File: config.mk
export PLATFORM = sky130hd
export DESIGN_NAME = mem_access_ctrl_flat
export DESIGN_NICKNAME = d
export VERILOG_FILES = /design/src/rtl/mem_pkg.sv /design/src/rtl/mem_access_ctrl_if.sv /design/src/rtl/mem_access_ctrl_load_extract.sv /design/src/rtl/mem_access_ctrl.sv /design/src/flat_wrapper.sv
export SDC_FILE = /design/constraint.sdc
export NUM_CORES = 1
export LEC_CHECK = 0
export ABC_CLOCK_PERIOD_IN_PS = 2100
export BUFFER_PORTS_ARGS = -buffer_cell sky130_fd_sc_hd__clkbuf_2
export CAP_MARGIN = 20
export CORE_AREA = 2 2 186 188
export DETAILED_ROUTE_END_ITERATION = 7
export DIE_AREA = 0 0 188 190
export GPL_ROUTABILITY_DRIVEN = 0
export SYNTH_ARGS = -nofsm -noshare
export SYNTH_HDL_FRONTEND = slang
export SYNTH_SLANG_ARGS = --single-unit
File: constraint.sdc
create_clock -name clk -period 2.1 [get_ports clk]
set_clock_uncertainty 0.15 [all_clocks]
set_input_delay 0.105 -clock clk [delete_from_list [all_inputs] [get_ports clk]]
set_output_delay 0.105 -clock clk [all_outputs]
set_load 0.03 [all_outputs]
File: src/rtl/mem_pkg.sv
// Shared types and constants for the MEM-stage access controller.
package mem_pkg;

  typedef enum logic [1:0] {
    IDLE = 2'd0,
    REQ  = 2'd1,
    DONE = 2'd2
  } state_e;

  localparam logic [7:0] BE_DWORD   = 8'hFF;
  localparam logic       SIZE_DWORD = 1'b0;
  localparam logic       SIZE_BYTE  = 1'b1;

  function automatic logic [7:0] lane_be(input logic [2:0] lane);
    return 8'b1 << lane;
  endfunction

endpackage

File: src/rtl/mem_access_ctrl_if.sv
// Data-memory request/acknowledge bus between the MEM stage and data memory.
interface mem_access_ctrl_if #(
  parameter int ADDR_W = 64,
  parameter int DATA_W = 64
);

  logic                  req;
  logic                  we;
  logic [ADDR_W-1:0]     addr;
  logic [DATA_W-1:0]     wdata;
  logic [DATA_W/8-1:0]   be;
  logic                  ack;
  logic [DATA_W-1:0]     rdata;

  modport master (
    output req, we, addr, wdata, be,
    input  ack, rdata
  );

  modport slave (
    input  req, we, addr, wdata, be,
    output ack, rdata
  );

endinterface

File: src/rtl/mem_access_ctrl_load_extract.sv
// Picks the addressed byte lane for byte loads (zero-extended); doubleword loads pass through.
module load_extract #(
  parameter int DATA_W = 64
) (
  input  logic [DATA_W-1:0] rdata,
  input  logic [2:0]        lane,
  input  logic              byte_op,
  output logic [DATA_W-1:0] mem
);

  logic [DATA_W-1:0] shifted;

  always_comb begin
    shifted = rdata >> {lane, 3'b000};
    mem     = byte_op ? {{(DATA_W-8){1'b0}}, shifted[7:0]} : rdata;
  end

endmodule

File: src/rtl/mem_access_ctrl.sv
// MEM-stage controller: issues loads/stores over a req/ack bus, stalls the pipe while
// a request is outstanding and feeds MEM_WB. Non-memory instructions pass straight through.
module mem_access_ctrl
  import mem_pkg::*;
#(
  parameter int ADDR_W = 64,
  parameter int DATA_W = 64
) (
  input  logic              clk,
  input  logic              rst,
  input  logic              valid,
  input  logic [ADDR_W-1:0] ALUresult,
  input  logic [DATA_W-1:0] store_data,
  input  logic [4:0]        Rd,
  input  logic              WB,
  input  logic              MemRead,
  input  logic              MemWrite,
  input  logic              byte_op,
  output logic [DATA_W-1:0] Mem,
  output logic [ADDR_W-1:0] ALUresult_out,
  output logic [4:0]        Rd_out,
  output logic              WB_out,
  output logic              stall,
  output logic              fault,
  mem_access_ctrl_if.master dm
);

  state_e              state_q, state_d;
  logic [ADDR_W-1:0]   addr_q, addr_d;
  logic [DATA_W-1:0]   wdata_q, wdata_d;
  logic [7:0]          be_q, be_d;
  logic                we_q, we_d;
  logic                size_q, size_d;
  logic [4:0]          rd_q, rd_d;
  logic                wb_q, wb_d;
  logic [DATA_W-1:0]   mem_q, mem_d;
  logic [DATA_W-1:0]   lane_data;
  logic                mem_op;
  logic                illegal;

  load_extract #(.DATA_W(DATA_W)) u_load_extract (
    .rdata   (dm.rdata),
    .lane    (addr_q[2:0]),
    .byte_op (size_q == SIZE_BYTE),
    .mem     (lane_data)
  );

  always_comb begin
    mem_op  = valid & (MemRead | MemWrite);
    illegal = mem_op & ((MemRead & MemWrite) | (!byte_op && (ALUresult[2:0] != 3'b000)));

    state_d       = state_q;
    addr_d        = addr_q;
    wdata_d       = wdata_q;
    be_d          = be_q;
    we_d          = we_q;
    size_d        = size_q;
    rd_d          = rd_q;
    wb_d          = wb_q;
    mem_d         = mem_q;
    ALUresult_out = ALUresult;
    Rd_out        = Rd;
    Mem           = '0;
    WB_out        = 1'b0;
    stall         = 1'b0;
    fault         = 1'b0;

    unique case (state_q)
      IDLE: begin
        if (!mem_op) begin
          WB_out = WB & valid;
        end else if (illegal) begin
          fault = 1'b1;
        end else begin
          addr_d  = ALUresult;
          we_d    = MemWrite;
          size_d  = byte_op ? SIZE_BYTE : SIZE_DWORD;
          rd_d    = Rd;
          wb_d    = WB;
          be_d    = byte_op ? lane_be(ALUresult[2:0]) : BE_DWORD;
          wdata_d = byte_op ? {(DATA_W/8){store_data[7:0]}} : store_data;
          stall   = 1'b1;
          state_d = REQ;
        end
      end
      REQ: begin
        stall         = 1'b1;
        ALUresult_out = addr_q;
        Rd_out        = rd_q;
        if (dm.ack) begin
          if (!we_q) begin
            mem_d = lane_data;
          end
          state_d = DONE;
        end
      end
      DONE: begin
        ALUresult_out = addr_q;
        Rd_out        = rd_q;
        if (!we_q) begin
          Mem    = mem_q;
          WB_out = wb_q;
        end
        state_d = IDLE;
      end
      default: state_d = IDLE;
    endcase

    // Reset is asynchronous, so the combinational pipeline controls must also drop while it is held.
    if (!rst) begin
      stall  = 1'b0;
      fault  = 1'b0;
      WB_out = 1'b0;
    end
  end

  always_ff @(posedge clk or negedge rst) begin
    if (!rst) begin
      state_q <= IDLE;
      addr_q  <= '0;
      wdata_q <= '0;
      be_q    <= '0;
      we_q    <= 1'b0;
      size_q  <= SIZE_DWORD;
      rd_q    <= '0;
      wb_q    <= 1'b0;
      mem_q   <= '0;
    end else begin
      state_q <= state_d;
      addr_q  <= addr_d;
      wdata_q <= wdata_d;
      be_q    <= be_d;
      we_q    <= we_d;
      size_q  <= size_d;
      rd_q    <= rd_d;
      wb_q    <= wb_d;
      mem_q   <= mem_d;
    end
  end

  assign dm.req   = (state_q == REQ);
  assign dm.we    = we_q;
  assign dm.addr  = addr_q;
  assign dm.wdata = wdata_q;
  assign dm.be    = be_q;

endmodule

File: src/flat_wrapper.sv
// flat-port wrapper written by rule: the top's interface ports become plain ports
module mem_access_ctrl_flat import mem_pkg::*;
#(
  parameter int ADDR_W = 64,
  parameter int DATA_W = 64
)
  (clk, rst, valid, ALUresult, store_data, Rd, WB, MemRead, MemWrite, byte_op, Mem, ALUresult_out, Rd_out, WB_out, stall, fault, dm_req, dm_we, dm_addr, dm_wdata, dm_be, dm_ack, dm_rdata);
  mem_access_ctrl_if #(.ADDR_W(ADDR_W), .DATA_W(DATA_W)) dm_i ();
  input  logic clk;
  input  logic rst;
  input  logic valid;
  input  logic [ADDR_W-1:0] ALUresult;
  input  logic [DATA_W-1:0] store_data;
  input  logic [4:0] Rd;
  input  logic WB;
  input  logic MemRead;
  input  logic MemWrite;
  input  logic byte_op;
  output logic [DATA_W-1:0] Mem;
  output logic [ADDR_W-1:0] ALUresult_out;
  output logic [4:0] Rd_out;
  output logic WB_out;
  output logic stall;
  output logic fault;
  output wire logic [$bits(dm_i.req)-1:0] dm_req;
  output wire logic [$bits(dm_i.we)-1:0] dm_we;
  output wire logic [$bits(dm_i.addr)-1:0] dm_addr;
  output wire logic [$bits(dm_i.wdata)-1:0] dm_wdata;
  output wire logic [$bits(dm_i.be)-1:0] dm_be;
  input wire logic [$bits(dm_i.ack)-1:0] dm_ack;
  input wire logic [$bits(dm_i.rdata)-1:0] dm_rdata;
  assign dm_req = dm_i.req;
  assign dm_we = dm_i.we;
  assign dm_addr = dm_i.addr;
  assign dm_wdata = dm_i.wdata;
  assign dm_be = dm_i.be;
  assign dm_i.ack = dm_ack;
  assign dm_i.rdata = dm_rdata;
  mem_access_ctrl #(.ADDR_W(ADDR_W), .DATA_W(DATA_W)) u_core (.clk(clk), .rst(rst), .valid(valid), .ALUresult(ALUresult), .store_data(store_data), .Rd(Rd), .WB(WB), .MemRead(MemRead), .MemWrite(MemWrite), .byte_op(byte_op), .Mem(Mem), .ALUresult_out(ALUresult_out), .Rd_out(Rd_out), .WB_out(WB_out), .stall(stall), .fault(fault), .dm(dm_i));
endmodule
==> results of run 1 <==
[power by group]
group / switching [W] / leakage [nW] / internal, W
registers: 0.00146 / 2.64 / 0.00597
clock network: 0.00172 / 0.379 / 0.00240
logic: 0.0109 / 6.23 / 0.00821
[registers in the layout, summed over array words and instances (netlist names)]
name             cells
u_core.mem_q        64
u_core.rd_q          5
u_core.wb_q          1
u_core.size_q        1
u_core.dm.addr      64
u_core.dm.wdata     64
u_core.dm.we         1
u_core.state_q       2
u_core.dm.be         8
[final timing paths]
check                                                from                        endpoint  slack (ns)  cells past startpoint
max                         u_core.state_q[0]$_DFFE_PN0P_               ALUresult_out[40]       -0.24                      6
min                                                   rst    u_core.mem_q[47]$_DFFE_PN0P_        0.02                      3
max reg2reg                 u_core.state_q[0]$_DFFE_PN0P_  u_core.dm.addr[15]$_DFFE_PN0P_        0.10                      9
min reg2reg                u_core.dm.wdata[0]$_DFFE_PN0P_  u_core.dm.wdata[0]$_DFFE_PN0P_        0.33                      2
max in group asynchronous                             rst  u_core.dm.addr[54]$_DFFE_PN0P_        1.27                      3
min in group clk                             ALUresult[9]   u_core.dm.addr[9]$_DFFE_PN0P_        0.19                      4
[per-stage QoR]
step           utilization  hold slack (ns)  cell area [um^2]
2_1_floorplan            -          -0.3406             10340
3_3_place_gp        0.3884          -0.1369             13180
3_5_place_dp        0.3884          -0.1376             13180
4_1_cts             0.5196          0.01211             17640
5_1_grt             0.5365          0.03866             18210
6_report            0.5365          0.01919             18210
[layer usage]
metal,vias up,wire length (um),global-route usage,share of wire
met5,-,0,0,0
met4,0,2076,0.1012,0.046
met3,140,3186,0.04021,0.071
met2,638,22910,0.4053,0.51
met1,5461,16890,0.2729,0.37
li1,5176,-,-,-
[cell usage after synthesis (6+ instances only)]
library cell / instances / area share
buf_2: 30 / 0.015
and2_1: 73 / 0.044
buf_6: 14 / 0.015
mux2i_1: 32 / 0.031
o21ai_0: 95 / 0.046
nor2_1: 9 / 0.0033
inv_1: 6 / 0.0022
clkbuf_1: 39 / 0.014
a22oi_1: 16 / 0.012
dfrtp_1: 210 / 0.51
a21oi_1: 65 / 0.031
nand2_1: 417 / 0.15
mux2_2: 67 / 0.073
nor3b_1: 8 / 0.0058
o21ai_1: 24 / 0.012
nand3_1: 11 / 0.0053
[worst max-delay path, stage by stage (launching register included)]
cell and delay, ns:
dfrtp_1 0.36, inv_2 0.06, ha_4 0.34, buf_6 0.17, clkbuf_16 0.17, mux2_4 0.31
buf_6 0.14
[layout make-up]
| type | count | area, um^2 | area share |
|---|---|---|---|
| clock buffers | 34 | 688.2 | 0.03779 |
| clock inverters | 8 | 82.58 | 0.004534 |
| inverters | 6 | 22.52 | 0.001237 |
| multi-input cells | 848 | 4980 | 0.2734 |
| flip-flops and latches | 210 | 5256 | 0.2886 |
| well taps | 455 | 569.3 | 0.03126 |
| repair buffers | 750 | 6614 | 0.3631 |
[timing repair]
action	4_1_cts	5_1_grt
setup endpoints to repair	135	137
pin swaps	1	1
gates resized for setup	319	192
cloned	9	7
setup buffers	14	6
hold endpoints to repair	420	0
hold buffers	210	0
[logic make-up after synthesis]
group,after synthesis
flip-flops,210
AO/OA/AOI/OAI,218
buffers and inverters,98
AND/OR/NAND/NOR,527
multiplexers,99
XOR/XNOR,1
adder cells (fa/ha/maj),3
==> key figures, run 1 <==
Run status
  – Status: finished with violations
  – Violated checks: negative setup slack

Synth
  – Simple-gate portion of the synthesized area: 0.2164
  – Yosys cell types: 38
  – Sequential area share after synthesis: 0.5080
  – Post-synthesis compound-gate area fraction: 0.1150
  – Post-synth EDFFs: 0
  – Synthesized netlist cell count: 1,156
  – Xor-xnor portion of the synthesized cell area: 0.0008466
  – Fraction of registers with async set/reset: 1.000
  – Syn Nets: 1,364
  – Adder-cell share of the synthesized area: 0.003628
  – Most used DFF post-synth: dfrtp_1
  – Synth Warn #: 0
  – Syn Area/Cell: between 8 and 9 um^2
  – Mapped Area: a little over 10,000 um^2
  – Mux contribution to synthesized area: 0.1039
  – Synth Register Bits: 210
  – Main combinational cell family by area after synthesis: simple AND/OR/NAND/NOR gates

Worst setup path
  – Critical path arrival: ~2.1 ns
  – WP data required: 1.85 ns
  – CP Class: flip-flop to primary output
  – Startpoint Class: flip-flop
  – Critical Path Sink Type: primary output
  – CP max FO: 5

Timing
  – Slew HR: 0.5513
  – Final-report hold violation count: 0
  – Worst Tran Pin Value: 0.6717 ns
  – Setup ws final: -0.2432 ns
  – RSZ-0062 raised after global routing: true
  – Max Fclk: about 430 MHz
  – Setup Viol. Count Final: 133
  – Setup TNS: -23.71 ns
  – Max Slew Vio Count: 0
  – Final worst path period share: 1.116
  – Post-layout min period: 2.343 ns

Layout
  – Filler cells: 2,831
  – Share of layout cells above drive strength 1: 0.3890
  – N_diodes: 0
  – Final Non-Filler Cells: 2,311
  – Commonest cells after routing, fill and taps aside: nand2_1 (416), clkbuf_2 (342), dlygate4sd3_1 (209), dfrtp_1 (209), o21ai_0 (93)
  – Area grow syn2layout: 76.05%
  – Final net count: 2,048
  – Most common cell after layout, fill and taps aside: nand2_1

Placement
  – Placed cell count: between 2,000 and 2,500
  – Post-DP HPWL: 26,570 um
  – I/O Buffers: 478
  – Placement Setup Slack: around 0.11 ns

Clock tree
  – Clock Latency Late Sink: roughly 0.53 ns
  – Clk sinks: 210
  – Reg clk slew, reported paths: 0.06 ns
  – H-tree Lvls: 1
  – Root buffer cell: clkbuf_16
  – CTS tree: yes
  – CTS Buffer Depth: 3
  – Cts bufs inserted: 24

Routing
  – DR vias/cell: 4.939
  – Wirelength per Cell: 19.50 um
  – First-pass DRT Iterations: 7
  – Routed Antenna Nets: 0
  – Drc violations: 0
  – Via count: 11,420
  – Initial DRC count: ~620
  – Post-Route WL: 45,060 um

Floorplanning
  – Die area: 35,720 um^2
  – Die Wd: 188 um
  – Rows: 68
  – Initial Util: 0.3047
  – Chip Height: 190 um
  – I/O pin cnt: roughly 480
  – Core Box Area: between 30,000 and 40,000 um^2

Hold path
  – Hold Crit Class: primary input to async pin

Power and ir drop
  – VDD IR max: 1.404 mV
  – Pwr dens: 1683 nW/um^2
  – Pleak: around 9.2 nW
  – Total power draw: 0.03064 W

Job
  – Max Cap Viol: 0

GRT
  – GRT Residual Overflow: 0
  – Pin count of the biggest net entering global routing: 90
  – Vias in the first global route: 11,240
  – Global-route wire length before repair: approximately 65,000 um
  – GR Util All Layers: 0.2292
  – Antenna violations before repair: 0
Note: power is estimated with default switching activity, not from simulation.
==> inputs of run 2 (changes only) <==
--- a/config.mk
+++ b/config.mk
@@ -5,13 +5,13 @@
 export SDC_FILE = /design/constraint.sdc
 export NUM_CORES = 1
 export LEC_CHECK = 0
-export ABC_CLOCK_PERIOD_IN_PS = 2100
 export BUFFER_PORTS_ARGS = -buffer_cell sky130_fd_sc_hd__clkbuf_2
 export CAP_MARGIN = 20
 export CORE_AREA = 2 2 186 188
 export DETAILED_ROUTE_END_ITERATION = 7
 export DIE_AREA = 0 0 188 190
 export GPL_ROUTABILITY_DRIVEN = 0
+export PLACE_DENSITY = 0.67
 export SYNTH_ARGS = -nofsm -noshare
 export SYNTH_HDL_FRONTEND = slang
 export SYNTH_SLANG_ARGS = --single-unit
==> run 2 against run 1 <==
The run still ends with negative setup slack left; critical path depth unchanged; clock power up 14%; utilization down 0.61 points; critical endpoint is now ALUresult_out[14]; largest power group unchanged.
==> key figures, run 2 (synthesis gave the netlist of run 1 again) <==
Run status
  – Status: finished with violations (unchanged)
  – Violated checks: negative setup slack (unchanged)

Layout
  – Share of layout cells above drive strength 1: 0.3806 (was 0.3890)
  – Final instance area: 18,010 um^2 (was 18,210 um^2)
  – Most common cell after layout, fill and taps aside: nand2_1 (unchanged)
  – Area grow syn2layout: 74.06% (was 76.05%)
  – Commonest cells after routing, fill and taps aside: nand2_1 (417), clkbuf_2 (342), dfrtp_1 (209) (was nand2_1 (416), clkbuf_2 (342), dlygate4sd3_1 (209), dfrtp_1 (209), o21ai_0 (93))
  – Final Non-Filler Cells: 2,297 (was 2,311)
  – Post-Route Utilization: 0.5304 (was 0.5365)
  – Final net count: 2,031 (was 2,048)
  – N_diodes: 0 (unchanged)
  – Filler cells: 2,730 (was 2,831)

Worst setup path
  – Critical Path Sink Type: primary output (unchanged)
  – Most used cell, CP: buf_8 (was buf_6)
  – Critical path arrival: 2.10 ns (was 2.09 ns)
  – Slowest cell on crit path: dfrtp_1 (unchanged)
  – WP buf/inv: 4 (unchanged)
  – Cells along the critical path: inv_2 -> ha_4 -> buf_8 -> buf_8 -> mux2_2 -> clkbuf_4 (was inv_2 -> ha_4 -> buf_6 -> clkbuf_16 -> mux2_4 -> buf_6)
  – WP data required: 1.85 ns (about the same)
  – CP Class: flip-flop to primary output (unchanged)
  – Crit-path max cell delay: 0.37 ns (was 0.36 ns)
  – Delay-heaviest family, CP: buffers and inverters (unchanged)
  – CP max FO: 8 (was 5)
  – Startpoint Class: flip-flop (unchanged)

Power and ir drop
  – Pwr dens: 1703 nW/um^2 (was 1683 nW/um^2)
  – Total power draw: 0.03067 W (was 0.03064 W)
  – Pleak: 9.130 nW (was 9.248 nW)
  – Sequential Power Share: 0.243 (about the same)
  – P_int: 0.01658 W (was 0.01659 W)
  – VDD IR max: 1.439 mV (was 1.404 mV)
  – Comb power frac: 0.603 (was 0.623)
  – Clock share of power: 0.154 (was 0.135)
  – Sw Pwr: 0.01409 W (was 0.01405 W)
  – Switching Fraction: 0.4595 (was 0.4586)

Placement
  – Placed Area: 13,170 um^2 (was 13,180 um^2)
  – Post-DP HPWL: 27,400 um (was 26,570 um)
  – I/O Buffers: 478 (unchanged)
  – Placed cell count: 2,024 (was 2,025)
  – Placement Setup Slack: 0.1165 ns (was 0.1072 ns)

Timing
  – Slew HR: 0.5845 (was 0.5513)
  – Setup Viol. Count Final: 134 (was 133)
  – Setup ws final: -0.2572 ns (was -0.2432 ns)
  – RSZ-0062 raised after global routing: true (unchanged)
  – Worst Tran Pin Value: 0.6220 ns (was 0.6717 ns)
  – Final-report hold violation count: 0 (unchanged)
  – Post-layout min period: 2.357 ns (was 2.343 ns)
  – Final worst path period share: 1.122 (was 1.116)
  – Max Slew Vio Count: 0 (unchanged)
  – Max Fclk: 424.2 MHz (was 426.8 MHz)

Routing
  – Drc violations: 0 (unchanged)
  – Wirelength per Cell: 20.15 um (was 19.50 um)
  – Initial DRC count: 847 (was 622)
  – Post-Route WL: 46,300 um (was 45,060 um)
  – First-pass DRT Iterations: 5 (was 7)
  – Routed Antenna Nets: 0 (unchanged)
  – Via count: 11,630 (was 11,420)
  – DR vias/cell: 5.064 (was 4.939)

Floorplanning
  – Core Box Area: 33,950 um^2 (unchanged)
  – I/O pin cnt: 479 (unchanged)
  – Die area: 35,720 um^2 (unchanged)
  – Rows: 68 (unchanged)
  – Initial Util: 0.3047 (unchanged)
  – Die Wd: 188 um (unchanged)
  – Chip Height: 190 um (unchanged)

Clock tree
  – Reg clk slew, reported paths: 0.06 ns (about the same)
  – Clk sinks: 210 (unchanged)
  – H-tree Lvls: 1 (unchanged)
  – Root buffer cell: clkbuf_16 (unchanged)
  – Clock Latency Late Sink: 0.53 ns (about the same)
  – CTS Buffer Depth: 3 (unchanged)
  – CTS tree: yes (unchanged)
  – Cts bufs inserted: 25 (was 24)

Hold path
  – Hold Crit Class: primary input to flip-flop (was primary input to async pin)

GRT
  – Vias in the first global route: 11,770 (was 11,240)
  – Pin count of the biggest net entering global routing: 98 (was 90)
  – Antenna violations before repair: 0 (unchanged)
  – GRT Residual Overflow: 0 (unchanged)
  – Global-route wire length before repair: 66,960 um (was 64,870 um)
  – GR Util All Layers: 0.2390 (was 0.2292)

Job
  – Max Cap Viol: 0 (unchanged)
==> run 2: cell count changes in the layout (fill, tap and decap cells not counted), moves of 5 or more <==
cell	delta
buf_4	-13
and2_1	+10
buf_8	+6
mux2_4	-5
clkbuf_8	-9
buf_2	+5
and2_4	-10
mux2_2	+5
==> run 2: worst paths after layout <==
| kind | start | endpoint | slack [ns] | cells after the start |
|---|---|---|---|---|
| setup reg to reg | u_core.state_q[1]$_DFFE_PN0P_ | u_core.mem_q[7]$_DFFE_PN0P_ | 0.05 | 7 |
| min in group asynchronous | rst | u_core.dm.wdata[8]$_DFFE_PN0P_ | 0.05 | 3 |
| max in group asynchronous | rst | u_core.dm.addr[47]$_DFFE_PN0P_ | 0.77 | 3 |
| hold reg to reg | u_core.dm.wdata[0]$_DFFE_PN0P_ | u_core.dm.wdata[0]$_DFFE_PN0P_ | 0.33 | 2 |
| hold / removal | byte_op | u_core.size_q$_DFFE_PN0P_ | 0.01 | 3 |
| setup / recovery | u_core.state_q[1]$_DFFE_PN0P_ | ALUresult_out[14] | -0.26 | 6 |
==> run 2: repair_timing <==
| item | 4_1_cts | 5_1_grt |
|---|---|---|
| cloned | 6 | 2 |
| endpoints found under the setup margin | 136 | 145 |
| hold buffers | 207 | 0 |
| setup buffers | 14 | 3 |
| hold endpoints to repair | 418 | 0 |
| resized for setup | 296 | 192 |
| pin swaps | 1 | 14 |
==> run 2: per-layer routing <==
metal  GRT usage  wire length [um]  share of wire  vias to the layer above
met5           0                 0              0                        -
met4      0.1320              2769          0.060                        0
met3     0.04280              3574          0.077                      157
met2      0.4198             22930           0.50                      759
met1      0.2763             17020           0.37                     5583
li1            -                 -              -                     5132
==> run 2: area by class of cell <==
class / count / area, um^2 / area share
timing repair buffer: 732 / 6332 / 0.3517
sequential: 210 / 5256 / 0.2919
multi-input combinational: 848 / 4930 / 0.2738
clock buffer: 32 / 681.9 / 0.03787
tap: 455 / 569.3 / 0.03162
clock inverter: 14 / 214.0 / 0.01188
inverter: 6 / 22.52 / 0.001251
==> run 2: metrics by stage <==
stage	TNS [ns]	hold WS (ns)
global route	-31.82	0.05972
floorplan	0	-0.3406
global placement	0	-0.1132
finish	-23.93	0.01243
CTS	-29.06	0.007228
detailed placement	0	-0.1022
==> run 2: power by group through the flow <==
stage	logic (W)	clock network, W	registers [W]
5_1_grt	0.0194	0.00498	0.00765
3_3_place_gp	0.0135	0	0.00724
6_report	0.0185	0.00472	0.00746
2_1_floorplan	0.00697	0	0.00956
3_5_place_dp	0.0137	0	0.00728
4_1_cts	0.0169	0.00481	0.00729
==> run 2: worst min-delay path, delay by kind of cell <==
| kind | cells | cell delay [ns] |
|---|---|---|
| buffers and inverters | 1 | 0.31 |
| AO/OA/AOI/OAI | 1 | 0.07 |
| AND/OR/NAND/NOR | 1 | 0.13 |
==> inputs of run 3 (changes only) <==
--- a/config.mk
+++ b/config.mk
@@ -5,13 +5,14 @@
 export SDC_FILE = /design/constraint.sdc
 export NUM_CORES = 1
 export LEC_CHECK = 0
+export ABC_AREA = 1
 export BUFFER_PORTS_ARGS = -buffer_cell sky130_fd_sc_hd__clkbuf_2
 export CAP_MARGIN = 20
-export CORE_AREA = 2 2 186 188
+export CORE_AREA = 2 2 187 189
 export DETAILED_ROUTE_END_ITERATION = 7
-export DIE_AREA = 0 0 188 190
+export DIE_AREA = 0 0 189 191
 export GPL_ROUTABILITY_DRIVEN = 0
-export PLACE_DENSITY = 0.67
+export PLACE_DENSITY = 0.56
 export SYNTH_ARGS = -nofsm -noshare
 export SYNTH_HDL_FRONTEND = slang
 export SYNTH_SLANG_ARGS = --single-unit
==> run 3 against run 2 <==
The run still ends with negative setup slack left; critical endpoint is now ALUresult_out[32]; sequential power fell by 3.6%; synthesized cell count grew 27%; area after synthesis increased by 3.2%; critical path depth is 1 higher; sequential share of layout area fell by 1.2 points.
==> key figures, run 3 <==
Synth
  – Synth Register Bits: 210 (unchanged)
  – Mapped Area: 10,680 um^2 (was 10,340 um^2)
  – Fraction of registers with async set/reset: 1.000 (unchanged)
  – Synth Warn #: 0 (unchanged)
  – Syn Area/Cell: 7.256 um^2 (was 8.949 um^2)
  – Most used DFF post-synth: dfrtp_1 (unchanged)
  – Yosys top cell area share: 0.4920 (was 0.5080)
  – Synth top area cells: dfrtp_1 (49%), nand2_1 (19%), o21ai_0 (7.7%), inv_1 (6.6%), nand3_1 (5.0%) (was dfrtp_1 (51%), nand2_1 (15%), mux2_2 (7.3%), o21ai_0 (4.6%), and2_1 (4.4%))
  – Synthesized netlist cell count: 1,472 (was 1,156)
  – Cell taking the most area after synthesis: dfrtp_1 (unchanged)
  – Synth cell count leaders: nand2_1 (530), dfrtp_1 (210), inv_1 (189) (was nand2_1 (417), dfrtp_1 (210), o21ai_0 (95))
  – Most common cell in the netlist: nand2_1 (unchanged)
  – Yosys cell types: 26 (was 38)
  – Post-synth EDFFs: 0 (unchanged)
  – Syn Nets: 1,680 (was 1,364)
  – Sequential area share after synthesis: 0.4920 (was 0.5080)

Floorplanning
  – I/O pin cnt: 479 (unchanged)
  – Rows: 68 (unchanged)
  – Initial Util: 0.3130 (was 0.3047)
  – Die Wd: 189 um (was 188 um)
  – Die area: 36,100 um^2 (was 35,720 um^2)
  – Core Box Area: 34,120 um^2 (was 33,950 um^2)
  – Chip Height: 191 um (was 190 um)

Layout
  – Commonest cells after routing, fill and taps aside: nand2_1 (508), clkbuf_2 (342), dfrtp_1 (210) (was nand2_1 (417), clkbuf_2 (342), dfrtp_1 (209))
  – N_diodes: 0 (unchanged)
  – Register area: 5255 um^2 (was 5256 um^2)
  – Share of layout cells above drive strength 1: 0.3353 (was 0.3806)
  – Filler cells: 3,030 (was 2,730)
  – Area grow syn2layout: 75.49% (was 74.06%)
  – Most common cell after layout, fill and taps aside: nand2_1 (unchanged)
  – Multi-input logic area: 4964 um^2 (was 4930 um^2)
  – Post-Route Utilization: 0.5494 (was 0.5304)
  – Final net count: 2,364 (was 2,031)

Run status
  – Status: finished with violations (unchanged)
  – Violated checks: negative setup slack (unchanged)

Worst setup path
  – Critical path arrival: 2.03 ns (was 2.10 ns)
  – Reg2reg end: u_core.mem_q[8]$_DFFE_PN0P_ (was u_core.mem_q[7]$_DFFE_PN0P_)
  – Flop-to-flop setup slack: 0.13 ns (was 0.05 ns)
  – WP data required: 1.85 ns (about the same)
  – FF-to-FF Start: u_core.state_q[1]$_DFFE_PN0P_ (unchanged)
  – CP startpoint: u_core.state_q[1]$_DFFE_PN0P_ (unchanged)
  – Startpoint Class: flip-flop (unchanged)
  – Critical Path Sink Type: primary output (unchanged)
  – CP Class: flip-flop to primary output (unchanged)
  – CP max FO: 8 (unchanged)
  – Reg2reg path depth: 8 (was 7)

Clock tree
  – CTS tree: yes (unchanged)
  – CTS Buffer Depth: 3 (unchanged)
  – Clk sinks: 210 (unchanged)
  – H-tree Lvls: 1 (unchanged)
  – Reg clk slew, reported paths: 0.06 ns (about the same)
  – Root buffer cell: clkbuf_16 (unchanged)
  – Cts bufs inserted: 26 (was 25)
  – Clock Latency Late Sink: 0.53 ns (about the same)

GRT
  – Global-route wire length before repair: 66,660 um (was 66,960 um)
  – Pin count of the biggest net entering global routing: 116 (was 98)
  – Antenna violations before repair: 0 (unchanged)
  – Vias in the first global route: 12,190 (was 11,770)
  – GRT Residual Overflow: 0 (unchanged)
  – GR Util All Layers: 0.2313 (was 0.2390)

Routing
  – Via count: 12,660 (was 11,630)
  – Wirelength per Cell: 17.98 um (was 20.15 um)
  – Drc violations: 0 (unchanged)
  – DR vias/cell: 4.814 (was 5.064)
  – Routed Antenna Nets: 0 (unchanged)
  – Post-Route WL: 47,270 um (was 46,300 um)
  – Initial DRC count: 819 (was 847)
  – First-pass DRT Iterations: 5 (unchanged)

Timing
  – Setup ws final: -0.1847 ns (was -0.2572 ns)
  – Final-report hold violation count: 0 (unchanged)
  – Max Fclk: 437.7 MHz (was 424.2 MHz)
  – Slew HR: 0.5423 (was 0.5845)
  – Worst Tran Pin Value: 0.6865 ns (was 0.6220 ns)
  – Setup Viol. Count Final: 123 (was 134)
  – Max Slew Vio Count: 0 (unchanged)
  – RSZ-0062 raised after global routing: true (unchanged)
  – Final worst path period share: 1.088 (was 1.122)
  – Final hold slack: 0.08933 ns (was 0.01243 ns)
  – Post-layout min period: 2.285 ns (was 2.357 ns)

Hold path
  – Hold Crit Class: primary input to async pin (was primary input to flip-flop)

Power and ir drop
  – Pleak: 9.807 nW (was 9.130 nW)
  – VDD IR max: 1.319 mV (was 1.439 mV)
  – Pwr dens: 1622 nW/um^2 (was 1703 nW/um^2)
  – Total power draw: 0.03041 W (was 0.03067 W)

Placement
  – Placement Setup Slack: 0.1910 ns (was 0.1165 ns)
  – I/O Buffers: 478 (unchanged)
  – Post-DP HPWL: 28,760 um (was 27,400 um)

Job
  – Max Cap Viol: 0 (unchanged)
run 3: how the worst max path moves through the flow:
stage,end,slack (ns),cells past startpoint
finish,ALUresult_out[32],-0.18,7
global route,ALUresult_out[32],-0.26,7
CTS,Mem[6],-0.15,6
detailed placement,u_core.dm.be[7]$_DFFE_PN0P_,0.19,8
global placement,u_core.size_q$_DFFE_PN0P_,0.27,8
floorplan,ALUresult_out[62],0.07,5
run 3: report_power, final:
group / switching [W] / internal (W)
sequential: 0.00129 / 0.00590
combinational: 0.0119 / 0.00690
clock: 0.00177 / 0.00265
run 3: final cells by class:
class	instances	share of cell area
inverters	194	0.03919
flip-flops and latches	210	0.2804
repair buffers	746	0.3406
clock buffers	40	0.04132
well taps	455	0.03037
multi-input cells	978	0.2648
clock inverters	6	0.003338
run 3: logic make-up after synthesis:
| logic type | Yosys count | synth area share |
|---|---|---|
| adders and majority gates | 3 | 0.003515 |
| DFF | 210 | 0.4920 |
| AOI/OAI and AO/OA | 225 | 0.1059 |
| and+or+nand+nor | 749 | 0.2817 |
| buffers and inverters | 285 | 0.1168 |
run 3: per-stage QoR:
step / cell area [um^2] / std cells / TNS, ns
3_3_place_gp: 13480 / 2338 / 0
5_1_grt: 18740 / 2629 / -15.90
2_1_floorplan: 10680 / 1472 / 0
4_1_cts: 17430 / 2605 / -11.42
6_report: 18740 / 2629 / -7.397
3_5_place_dp: 13480 / 2338 / 0
run 3: layer usage:
metal / wire length, um / global-route usage / vias up
li1: - / - / 5913
met1: 18720 / 0.2869 / 6010
met2: 23090 / 0.3952 / 600
met3: 3308 / 0.04553 / 134
met4: 2155 / 0.09285 / 0
met5: 0 / 0 / -
run 3: critical path: stages (launching register included):
cell       delay [ns]
dfrtp_1          0.38
inv_2            0.07
ha_4             0.35
buf_12           0.17
clkbuf_16        0.17
nand2_1          0.09
o21ai_2          0.09
clkbuf_8         0.19
run 3: what timing repair did:
| item | in CTS | in global routing |
|---|---|---|
| endpoints found under the setup margin | 133 | 134 |
| setup buffers | 8 | 12 |
| hold buffers | 207 | 0 |
| resized for setup | 269 | 373 |
| gates cloned | 6 | 13 |
| pin swaps | 15 | 8 |
| endpoints found under the hold margin | 419 | 0 |
